File: src/rtl/activation_lut_loader.sv
// Run-time loader for the 16-entry activation LUT: streams signed samples in over
// valid/ready and serves the interpolator's base/next read pair combinationally.
module activation_lut_loader #(
  parameter int DATA_WIDTH = 8,
  parameter int ADDR_WIDTH = 4,
  parameter int DEPTH      = 16
) (
  input  logic                  clk,
  input  logic                  rst,
  input  logic                  load__start,
  input  logic                  load__abort,
  input  logic                  wr__valid,
  output logic                  wr__ready,
  input  logic [DATA_WIDTH-1:0] wr__data,
  output logic                  busy,
  output logic                  done,
  output logic                  table__valid,
  input  logic [ADDR_WIDTH-1:0] address,
  output logic [DATA_WIDTH-1:0] base,
  output logic [DATA_WIDTH-1:0] next__data
);

  localparam logic [ADDR_WIDTH-1:0] LAST_IDX = ADDR_WIDTH'(DEPTH - 1);

  typedef enum logic [1:0] {
    S_IDLE = 2'd0,
    S_LOAD = 2'd1,
    S_DONE = 2'd2
  } state_t;

  state_t                        state_q, state_d;
  logic [ADDR_WIDTH-1:0]         cnt_q, cnt_d;
  logic                          tv_q, tv_d;
  logic                          we;
  logic signed [DATA_WIDTH-1:0]  entry_q [DEPTH];
  logic [ADDR_WIDTH-1:0]         addr_nxt;

  // The interpolator's upper neighbour clamps at the last entry instead of wrapping.
  function automatic logic [ADDR_WIDTH-1:0] sat_next_addr(input logic [ADDR_WIDTH-1:0] a);
    if (a == LAST_IDX) begin
      return a;
    end
    return a + 1'b1;
  endfunction

  always_comb begin
    state_d   = state_q;
    cnt_d     = cnt_q;
    tv_d      = tv_q;
    we        = 1'b0;
    wr__ready = 1'b0;
    busy      = 1'b0;
    done      = 1'b0;
    case (state_q)
      S_IDLE: begin
        if (load__start) begin
          state_d = S_LOAD;
          cnt_d   = '0;
          tv_d    = 1'b0;
        end
      end
      S_LOAD: begin
        wr__ready = 1'b1;
        busy      = 1'b1;
        // Abort wins over a coincident beat so a half-written sample never lands.
        if (load__abort) begin
          state_d = S_IDLE;
        end else if (wr__valid) begin
          we    = 1'b1;
          cnt_d = cnt_q + 1'b1;
          if (cnt_q == LAST_IDX) begin
            state_d = S_DONE;
          end
        end
      end
      S_DONE: begin
        done    = 1'b1;
        tv_d    = 1'b1;
        state_d = S_IDLE;
      end
      default: begin
        state_d = S_IDLE;
      end
    endcase
  end

  always_ff @(posedge clk or negedge rst) begin
    if (!rst) begin
      state_q <= S_IDLE;
      cnt_q   <= '0;
      tv_q    <= 1'b0;
    end else begin
      state_q <= state_d;
      cnt_q   <= cnt_d;
      tv_q    <= tv_d;
    end
  end

  always_ff @(posedge clk or negedge rst) begin
    if (!rst) begin
      for (int i = 0; i < DEPTH; i++) begin
        entry_q[i] <= '0;
      end
    end else if (we) begin
      entry_q[cnt_q] <= wr__data;
    end
  end

  assign table__valid = tv_q;
  assign addr_nxt     = sat_next_addr(address);
  assign base         = entry_q[address];
  assign next__data   = entry_q[addr_nxt];

endmodule

File: config.mk
export PLATFORM = sky130hd
export DESIGN_NAME = activation_lut_loader
export DESIGN_NICKNAME = d
export VERILOG_FILES = /design/src/rtl/activation_lut_loader.sv
export SDC_FILE = /design/constraint.sdc
export NUM_CORES = 1
export LEC_CHECK = 0
export ABC_AREA = 1
export CORE_MARGIN = 3
export CORE_UTILIZATION = 30
export DETAILED_ROUTE_END_ITERATION = 16
export HOLD_SLACK_MARGIN = 0.15
export PLACE_DENSITY_LB_ADDON = 0.3
export SLEW_MARGIN = 20
export SYNTH_ARGS = -nofsm -noshare
export SYNTH_HDL_FRONTEND = slang
export SYNTH_SLANG_ARGS = --single-unit
File: constraint.sdc
create_clock -name clk -period 3.3 [get_ports clk]
set_clock_uncertainty 0.2 [all_clocks]
set_input_delay 0.99 -clock clk [delete_from_list [all_inputs] [get_ports clk]]
set_output_delay 0.99 -clock clk [all_outputs]
set_load 0.05 [all_outputs]
==> results.py, run 1 <==
metrics = {
    "timing": {
        "tightestPinTransition_ps": 684.5,
        "hold_slack_ps": 268.1,
        "max_freq_ghz": 0.2700,
        "min_period_ps": 3704,
        "rsz0062_at_grt": "true",
        "setup_ws_ps": -404.3,
        "relSlewSlack_pct": 54.32,
        "fin_crit_sh_pct": 112.3,
        "finalSetupViolCount": 16,
        "slew_violations": 0,
        "finalHoldViolations": 0,
    },
    "layout": {
        "multi_input_area_sq_um": 4106,
        "filler_cell_count": 2678,
        "drive_gt1_share_pct": 20.42,
        "fin_util_pct": 40.74,
        "seqCellArea_sq_um": 3378,
        "antenna_cells": 0,
        "nets": 1199,
        "area_growth_pct": 33.25,
    },
    "synth": {
        "ys_seq_area_share_pct": 42.29,
        "synth_area_leaders": "dfrtp_1 42%, nand2_1 12%, o21ai_0 12%",
        "synth.avg_cell_area_sq_um": 7.159,
        "synth_top_family_by_area": "simple AND/OR/NAND/NOR gates",
        "yosys-mux-area-fraction_pct": 0,
        "synth_cells": 1116,
        "yosys.cell_types.count": 29,
        "synth_fa_ha_area_share_pct": 0.7831,
        "yosysTopAreaCell": "dfrtp_1",
        "synth_compound_area_share_pct": 17.26,
        "synth-seq-cells": 135,
        "synth_top_area_share_pct": 42.29,
        "synthSimpleGateAreaFrac_pct": 27.44,
        "synth_xor_area_share_pct": 0,
        "syn_nets": 1138,
        "ys_warn_count": 0,
        "netlist_area_sq_um": 7989,
    },
    "global_routing": {
        "grt_max_degree": 53,
        "busiest_layer": "met2",
        "grt_pass1_wl_um": 42390,
        "antenna_found_initial": 0,
        "grt_use_total_pct": 18.90,
        "grt_use_met1_pct": 25.62,
        "grt-ovfl-total": 0,
        "use_met3_pct": 3.541,
        "grt_use_met2_pct": 29.75,
        "grt_pass1_vias": 7618,
    },
    "clock_network": {
        "numClockSinks": 135,
        "h-tree-depth": 4,
        "ctsHoldBuffers": 0,
        "ctsLongestPathBuffers": 2,
        "cts-root-buf": "clkbuf_16",
        "cts_tree": "yes",
        "path_clk_slew_ps": 60,
        "cts_buffers": 17,
        "clkLatencyLatePin_ps": 420,
    },
    "worst_hold_path": {
        "hp-class": "in2async",
    },
    "power_and_ir_drop": {
        "power.share.clock_pct": 38.2,
        "swShare_pct": 31.67,
        "pwr-share-comb_pct": 25.6,
        "finalPower_w": 0.005311,
        "seqPwrFrac_pct": 36.2,
        "p_switching_w": 0.001682,
        "power_density_nw_per_um2": 498.9,
        "irDropWorstVdd_mv": 0.3315,
        "p_leak_nw": 4.751,
        "p_int_w": 0.003629,
    },
    "floorplanning": {
        "dieArea_sq_um": 28620,
        "initial_core_util_pct": 30.57,
        "core_area_sq_um": 26130,
        "io_pins": 37,
        "die_x_um": 169.2,
        "fp-row-count": 59,
        "fp.dieH_um": 169.2,
    },
    "detailed_routing": {
        "via_count": 7813,
        "drtIter0Drc": 784,
        "dr.pass1.iters": 7,
        "drc_errors": 0,
        "drt-total-wl_um": 26720,
        "via_per_inst": 5.123,
        "detail_route.wl_per_cell_um": 17.52,
        "ant_nets": 0,
    },
    "critical_path": {
        "path_max_fanout": 10,
        "crit_slowest_cell": "o21ai_4",
        "path_cells": "buf_8 -> ha_4 -> nand3_4 -> buf_4 -> o21ai_4 -> buf_12 -> buf_16 -> nand3_1 -> nand3_1 -> nand3_2 -> nand2_4 -> buf_12",
        "worstSetupPathType": "in2out",
        "slowest_delay_ps": 230,
        "cp.required_ps": 2110,
        "cp-start-kind": "input port",
        "endpoint_kind": "primary output",
        "reg2regPathDepth": 5,
        "cp_data_arrival_time_ps": 2510,
    },
    "status": {
        "status": "finished with violations",
        "violations": "negative setup slack",
    },
    "place": {
        "gp_congestion": 0.8898,
        "post-place-ws_ps": -848.5,
        "numPortBuffers": 36,
        "hpwl_um": 17900,
    },
    "run": {
        "maxCapViolCount": 0,
    },
}
## worst max-delay path, delay by kind of cell
family / cells / cell delay, ps
buffers and inverters: 5 / 650
AND/OR/NAND/NOR: 5 / 490
AO/OA/AOI/OAI: 1 / 230
adder cells (fa/ha/maj): 1 / 150
## layout by cell type (no fill, tap or decap), types with 15 or more instances in the layout
cell type        netlist  layout
clkdlybuf4s50_1        0      15
dfrtp_1              135     135
inv_1                154     152
nand2_2                5      15
nand3_2                0      57
nand3_1              176     116
clkbuf_16              0      17
nand2_1              265     245
buf_12                 0      33
a21oi_1               65      64
buf_4                 10      42
o21ai_0              187     185
## layout make-up
class / instances / share of cell area [%]
Multi-Input combinational cell: 750 / 38.58
Sequential cell: 135 / 31.73
Timing Repair Buffer: 115 / 14.12
Inverter: 158 / 5.748
Clock buffer: 21 / 4.513
Tap cell: 335 / 3.937
Clock inverter: 11 / 1.375
## sequential cells by signal, indices dropped and copies added (netlist names)
signal,flops
entry_q,128
cnt_q,4
table__valid,1
state_q,2
## power groups by stage
stage | clock (W) | combinational, W | sequential (W)
2_1_floorplan | 0 | 0.000741 | 0.00191
3_3_place_gp | 0 | 0.00116 | 0.00194
3_5_place_dp | 0 | 0.00117 | 0.00195
4_1_cts | 0.00206 | 0.00133 | 0.00192
5_1_grt | 0.00213 | 0.00148 | 0.00194
6_report | 0.00203 | 0.00136 | 0.00192
## timing repair
item	4_1_cts	5_1_grt
setup buffers	17	1
pin swaps	41	11
cloned	6	0
endpoints found under the setup margin	16	16
gates resized for setup	113	14
## worst paths after layout
check                       startpoint             to  slack (ps)
min                                rst    entry_q[40]         270
max                         address[1]  next__data[0]        -400
min reg2reg                entry_q[16]    entry_q[16]         280
max reg2reg                   cnt_q[3]    entry_q[33]        1240
min in group clk           entry_q[16]    entry_q[16]         280
max in group asynchronous          rst    entry_q[91]        2000
## per-stage QoR
step	area (sq um)	std cells	TNS (ps)
global placement	9239	1470	-11630
detailed placement	9239	1470	-12010
global route	10650	1525	-5452
floorplan	8138	1116	-977.9
finish	10650	1525	-4380
CTS	10570	1525	-4028
## logic make-up after synthesis
family | Yosys count
buffers and inverters | 231
flip-flops | 135
AND/OR/NAND/NOR | 475
adder cells (fa/ha/maj) | 5
AO/OA/AOI/OAI | 270
## per-layer routing
| metal | vias to the layer above | share of wire (%) |
|---|---|---|
| met5 | - | 0 |
| met4 | 0 | 3.3 |
| met3 | 60 | 5.4 |
| met2 | 270 | 46 |
| met1 | 3727 | 46 |
| li1 | 3756 | - |
## synth_stat cells (all sizes together)
master and count:
a21o 1, a21oi 65, buf 52, clkbuf 21
clkinv 1, dfrtp 135, ha 5, inv 157
nand2 271, nand3 184, nand4 9, nor2 11
o211ai 2, o21a 1, o21ai 200, o31ai 1
No activity file was read; power rests on OpenSTA's default activity.
==> run 2, diff against run 1 <==
--- a/config.mk
+++ b/config.mk
@@ -11,6 +11,7 @@
 export DETAILED_ROUTE_END_ITERATION = 16
 export HOLD_SLACK_MARGIN = 0.15
 export PLACE_DENSITY_LB_ADDON = 0.3
+export REMOVE_ABC_BUFFERS = 1
 export SLEW_MARGIN = 20
 export SYNTH_ARGS = -nofsm -noshare
 export SYNTH_HDL_FRONTEND = slang
==> constraint.sdc (replaced) <==
create_clock -name clk -period 3.73 [get_ports clk]
set_clock_uncertainty 0.2 [all_clocks]
set_input_delay 1.119 -clock clk [delete_from_list [all_inputs] [get_ports clk]]
set_output_delay 1.119 -clock clk [all_outputs]
set_load 0.05 [all_outputs]
==> results.py, run 2 (same netlist as run 1, synthesis figures left out) <==
metrics = {
    "layout": {
        "seqCellArea_sq_um": 3378,
        "stdcell_count": 1542,
        "final_cell_mix": "235 x nand2_1, 149 x inv_1, 146 x o21ai_0, 135 x dfrtp_1, 126 x nand3_1",
        "largest_reg_flops": 128,
        "antenna_cells": 0,
        "final_common_cell": "nand2_1",
        "top_register": "entry_q",
        "fin_util_pct": 42.28,
        "area_growth_pct": 38.29,
        "fin_area_sq_um": 11050,
        "nets": 1216,
        "filler_cell_count": 2602,
        "drive_gt1_share_pct": 24.19,
        "multi_input_area_sq_um": 4183,
        "reg_top3": "entry_q (128), cnt_q (4), state_q (2)",
    },
    "critical_path": {
        "slowest_delay_ps": 200,
        "path_cells": "buf_12 -> ha_4 -> buf_4 -> nand2_1 -> inv_2 -> nor2_2 -> inv_2 -> o21ai_4 -> inv_2 -> buf_4 -> nand3_1 -> nand2_1 -> buf_6",
        "path_max_fanout": 4,
        "crit_slowest_cell": "o21ai_4",
        "cp-start-kind": "input port",
        "worst_path_most_repeated_cell": "inv_2",
        "crit_family": "buffers and inverters",
        "worst-path-buf-inv": 7,
        "cp.required_ps": 2410,
        "endpoint_kind": "primary output",
        "cp_data_arrival_time_ps": 2700,
        "worstSetupPathType": "in2out",
    },
    "clock_network": {
        "cts_buffers": 17,
        "clkLatencyLatePin_ps": 430,
        "cts-root-buf": "clkbuf_16",
        "ctsHoldBuffers": 0,
        "ctsLongestPathBuffers": 2,
        "numClockSinks": 135,
        "h-tree-depth": 4,
        "cts_tree": "yes",
        "path_clk_slew_ps": 70,
    },
    "global_routing": {
        "grt-ovfl-total": 0,
        "antenna_found_initial": 0,
        "grt_pass1_wl_um": 42990,
        "grt_use_total_pct": 19.25,
        "grt_pass1_vias": 7505,
        "grt_max_degree": 64,
    },
    "power_and_ir_drop": {
        "power_density_nw_per_um2": 427.5,
        "p_leak_nw": 4.900,
        "irDropWorstVdd_mv": 0.2314,
    },
    "timing": {
        "setup_ws_ps": -285.0,
        "fin_crit_sh_pct": 107.6,
        "finalSetupViolCount": 16,
        "slew_violations": 0,
        "hold_slack_ps": 284.9,
        "finalHoldViolations": 0,
        "rsz0062_at_grt": "true",
        "relSlewSlack_pct": 56.06,
        "min_period_ps": 4015,
        "max_freq_ghz": 0.2491,
        "tightestPinTransition_ps": 656.7,
    },
    "floorplanning": {
        "fp.dieH_um": 169.2,
        "dieArea_sq_um": 28620,
        "core_area_sq_um": 26130,
        "die_x_um": 169.2,
        "io_pins": 37,
        "initial_core_util_pct": 30.57,
        "fp-row-count": 59,
    },
    "status": {
        "violations": "negative setup slack",
        "status": "finished with violations",
    },
    "place": {
        "post-place-ws_ps": -546.5,
        "numPortBuffers": 36,
        "dp_cells": 1477,
        "post_dp_cell_area_sq_um": 9131,
        "gp_congestion": 0.8840,
        "hpwl_um": 17240,
    },
    "detailed_routing": {
        "detail_route.wl_per_cell_um": 18.84,
        "dr.pass1.iters": 6,
        "drt-total-wl_um": 29050,
        "drc_errors": 0,
        "via_count": 8086,
        "ant_nets": 0,
        "drtIter0Drc": 857,
        "via_per_inst": 5.244,
    },
    "run": {
        "maxCapViolCount": 0,
    },
    "worst_hold_path": {
        "hp-class": "reg2reg",
    },
}
==> run 2: changes by cell type in the layout (fill, tap and decap cells not counted), moves of 15 or more <==
cell     delta
a21oi_2    +27
o21ai_0    -39
nand2_2    +15
o21ai_1    +38
a21oi_1    -27
==> run 2: where the power goes <==
group / internal, W / total, W / switching (W)
clock: 0.00107 / 0.00180 / 0.000731
sequential: 0.00160 / 0.00169 / 0.0000923
combinational: 0.000507 / 0.00123 / 0.000723
total: 0.00318 / 0.00472 / 0.00155
==> run 2: worst min-delay path, cell delays in order (launching register included) <==
cell     delay (ps)
dfrtp_1         340
nand2_1          50
o21ai_0          60
==> run 2: cell type report <==
cell class / count / share of cell area, %
Inverter: 158 / 5.493
Tap cell: 335 / 3.794
Clock inverter: 15 / 1.744
Multi-Input combinational cell: 751 / 37.86
Sequential cell: 135 / 30.58
Timing Repair Buffer: 131 / 16.68
Clock buffer: 17 / 3.851
==> run 2: per-stage QoR <==
stage	total power, W	setup TNS, ps
floorplan	0.002264	-8983
global placement	0.002679	-6447
detailed placement	0.002690	-7042
CTS	0.004599	-1560
global route	0.004935	-3338
finish	0.004723	-2490
==> run 2: per-layer routing <==
layer  track usage (%)  wire (um)  up-vias
li1                  -          -     3805
met1             26.29      12450     3830
met2             30.18      13320      380
met3             4.053       2254       71
met4             7.219       1017        0
met5                 0          0        -
==> run 2: timing repair <==
| item | in CTS | in global routing |
|---|---|---|
| setup endpoints to repair | 16 | 16 |
| cloned | 6 | 12 |
| pin swaps | 23 | 59 |
| resized for setup | 108 | 127 |
| setup buffers | 12 | 4 |
==> run 2: worst paths after layout <==
kind                                 end  cells after the start  slack (ps)          from
min in group asynchronous    entry_q[93]                      1         460           rst
min                         entry_q[113]                      2         280  entry_q[113]
max in group asynchronous    entry_q[64]                      2        2130           rst
min reg2reg                 entry_q[113]                      2         280  entry_q[113]
max                        next__data[1]                     13        -280    address[0]
max reg2reg                  entry_q[39]                      5        1550      cnt_q[3]
==> run 3, diff against run 2 <==
--- a/config.mk
+++ b/config.mk
@@ -12,6 +12,7 @@
 export HOLD_SLACK_MARGIN = 0.15
 export PLACE_DENSITY_LB_ADDON = 0.3
 export REMOVE_ABC_BUFFERS = 1
+export SKIP_LAST_GASP = 1
 export SLEW_MARGIN = 20
 export SYNTH_ARGS = -nofsm -noshare
 export SYNTH_HDL_FRONTEND = slang
==> constraint.sdc (replaced) <==
create_clock -name clk -period 3.73 [get_ports clk]
set_clock_uncertainty 0.2 [all_clocks]
set_input_delay 0.746 -clock clk [delete_from_list [all_inputs] [get_ports clk]]
set_output_delay 0.746 -clock clk [all_outputs]
set_load 0.05 [all_outputs]
==> results.py, run 3 (same netlist as run 1, synthesis figures left out) <==
metrics = {
    "status": {
        "status": "completed",
    },
    "worst_hold_path": {
        "hold_path_end": "entry_q[108]",
        "hp-start": "entry_q[108]",
        "hp-class": "reg2reg",
        "holdPathStages": 2,
    },
    "critical_path": {
        "path_max_fanout": 14,
        "endpoint_kind": "primary output",
        "cp_data_arrival_time_ps": 2660,
        "worst-path-buf-inv": 4,
        "crit_family": "buffers and inverters",
        "rr_startpoint": "state_q[1]",
        "reg2reg_slack_ps": 1460,
        "slowest_delay_ps": 510,
        "reg2regPathDepth": 8,
        "worst_path_most_repeated_cell": "nand3_1",
        "cp-start-kind": "input port",
        "path_cells": "clkdlybuf4s50_1 -> buf_12 -> nand3_4 -> o21ai_4 -> buf_4 -> nand3_1 -> nand3_1 -> nand3_1 -> nand2_1 -> buf_4",
        "worstSetupPathType": "in2out",
        "cp.required_ps": 2780,
        "crit_slowest_cell": "clkdlybuf4s50_1",
        "worstReg2RegEnd": "entry_q[37]",
    },
    "timing": {
        "relSlewSlack_pct": 55.48,
        "fin_crit_sh_pct": 96.64,
        "max_freq_ghz": 0.2774,
        "finalHoldViolations": 0,
        "min_period_ps": 3605,
        "slew_violations": 0,
        "hold_slack_ps": 283.7,
        "tightestPinTransition_ps": 665.3,
        "finalSetupViolCount": 0,
    },
    "layout": {
        "reg_top3": "entry_q (128), cnt_q (4), state_q (2)",
        "drive_gt1_share_pct": 10.53,
        "fin_area_sq_um": 9514,
        "nets": 1168,
        "stdcell_count": 1494,
        "top_register": "entry_q",
        "final_common_cell": "nand2_1",
        "final_cell_mix": "264 x nand2_1, 187 x o21ai_0, 176 x nand3_1, 154 x inv_1, 135 x dfrtp_1",
        "antenna_cells": 0,
        "area_growth_pct": 19.09,
        "largest_reg_flops": 128,
    },
    "detailed_routing": {
        "drtIter0Drc": 720,
        "drc_errors": 0,
        "ant_nets": 0,
        "via_count": 7499,
        "via_per_inst": 5.019,
        "dr.pass1.iters": 5,
        "drt-total-wl_um": 25280,
        "detail_route.wl_per_cell_um": 16.92,
    },
    "place": {
        "post_dp_cell_area_sq_um": 8949,
        "gp_congestion": 0.8597,
        "dp_cells": 1461,
        "numPortBuffers": 36,
        "hpwl_um": 16850,
    },
    "clock_network": {
        "postCtsSetupRepairBufs": 0,
        "h-tree-depth": 4,
        "cts-root-buf": "clkbuf_16",
        "clkLatencyLatePin_ps": 420,
        "numClockSinks": 135,
        "ctsLongestPathBuffers": 2,
        "cts_buffers": 17,
        "cts_tree": "yes",
        "path_clk_slew_ps": 60,
    },
    "floorplanning": {
        "io_pins": 37,
        "core_area_sq_um": 26130,
        "initial_core_util_pct": 30.57,
        "fp.dieH_um": 169.2,
        "die_x_um": 169.2,
        "fp-row-count": 59,
        "dieArea_sq_um": 28620,
    },
    "power_and_ir_drop": {
        "p_leak_nw": 4.326,
        "power_density_nw_per_um2": 443.0,
        "irDropWorstVdd_mv": 0.2904,
    },
    "global_routing": {
        "antenna_found_initial": 0,
        "grt_use_total_pct": 18.17,
        "grt_pass1_vias": 7194,
        "grt_max_degree": 53,
        "grt_pass1_wl_um": 40900,
        "grt-ovfl-total": 0,
    },
    "run": {
        "maxCapViolCount": 0,
    },
}
[run 3: cell types whose count changed in the layout (fill, tap and decap cells not counted), sizes merged, moves of 2 or more]
cell    previous run  this run
buf              106        66
clkbuf            27        19
inv              162       157
clkinv             6        10
bufinv             3         1
[run 3: worst max-delay path by stage]
| stage | startpoint | endpoint | depth (start not counted) |
|---|---|---|---|
| floorplan | address[0] | next__data[2] | 8 |
| CTS | address[2] | next__data[7] | 9 |
| detailed placement | address[2] | next__data[7] | 9 |
| global placement | address[2] | next__data[7] | 9 |
| finish | address[3] | next__data[7] | 10 |
| global route | address[3] | next__data[7] | 12 |
[run 3: area by class of cell]
cell class	instances	area [sq um]
multi-input cells	750	3651
repair buffers	84	930.9
clock inverters	13	108.9
inverters	158	593.1
flip-flops and latches	135	3378
clock buffers	19	432.9
fillers	2804	16620
well taps	335	419.2
[run 3: worst reg2reg max path, stage by stage, from the launching register on]
cell,delay (ps)
dfrtp_1,420
nor2_4,180
nand2_2,90
nor2_4,450
nand2_2,130
inv_2,150
nand2_2,290
nand2_1,160
o21ai_1,70
[run 3: metrics by stage]
stage / power, W / worst slack, ps / utilization (%) / setup TNS (ps)
global placement: 0.002659 / 39.55 / 34.24 / 0
finish: 0.004215 / 125.3 / 36.41 / 0
global route: 0.004441 / -1.091 / 36.41 / -1.091
CTS: 0.004246 / 32.82 / 36.35 / 0
floorplan: 0.002264 / -379.6 / - / -3015
detailed placement: 0.002669 / 42.08 / 34.24 / 0
[run 3: timing repair]
item                                    CTS  global route
resized for setup                         0             3
endpoints found under the setup margin    0             8
hold buffers                              1             0
hold endpoints to repair                 43             0
[run 3: layer usage]
layer	global-route usage [%]	up-vias	wire (um)
met3	4.076	37	1628
met4	5.939	0	535
met1	25.26	3505	11770
li1	-	3698	-
met5	0	-	0
met2	28.19	259	11350
[run 3: power by group]
group / internal (W) / switching, W / total, W
Sequential: 0.00160 / 0.0000901 / 0.00169
Clock: 0.000910 / 0.000657 / 0.00157
Combinational: 0.000354 / 0.000603 / 0.000957
Total: 0.00286 / 0.00135 / 0.00421
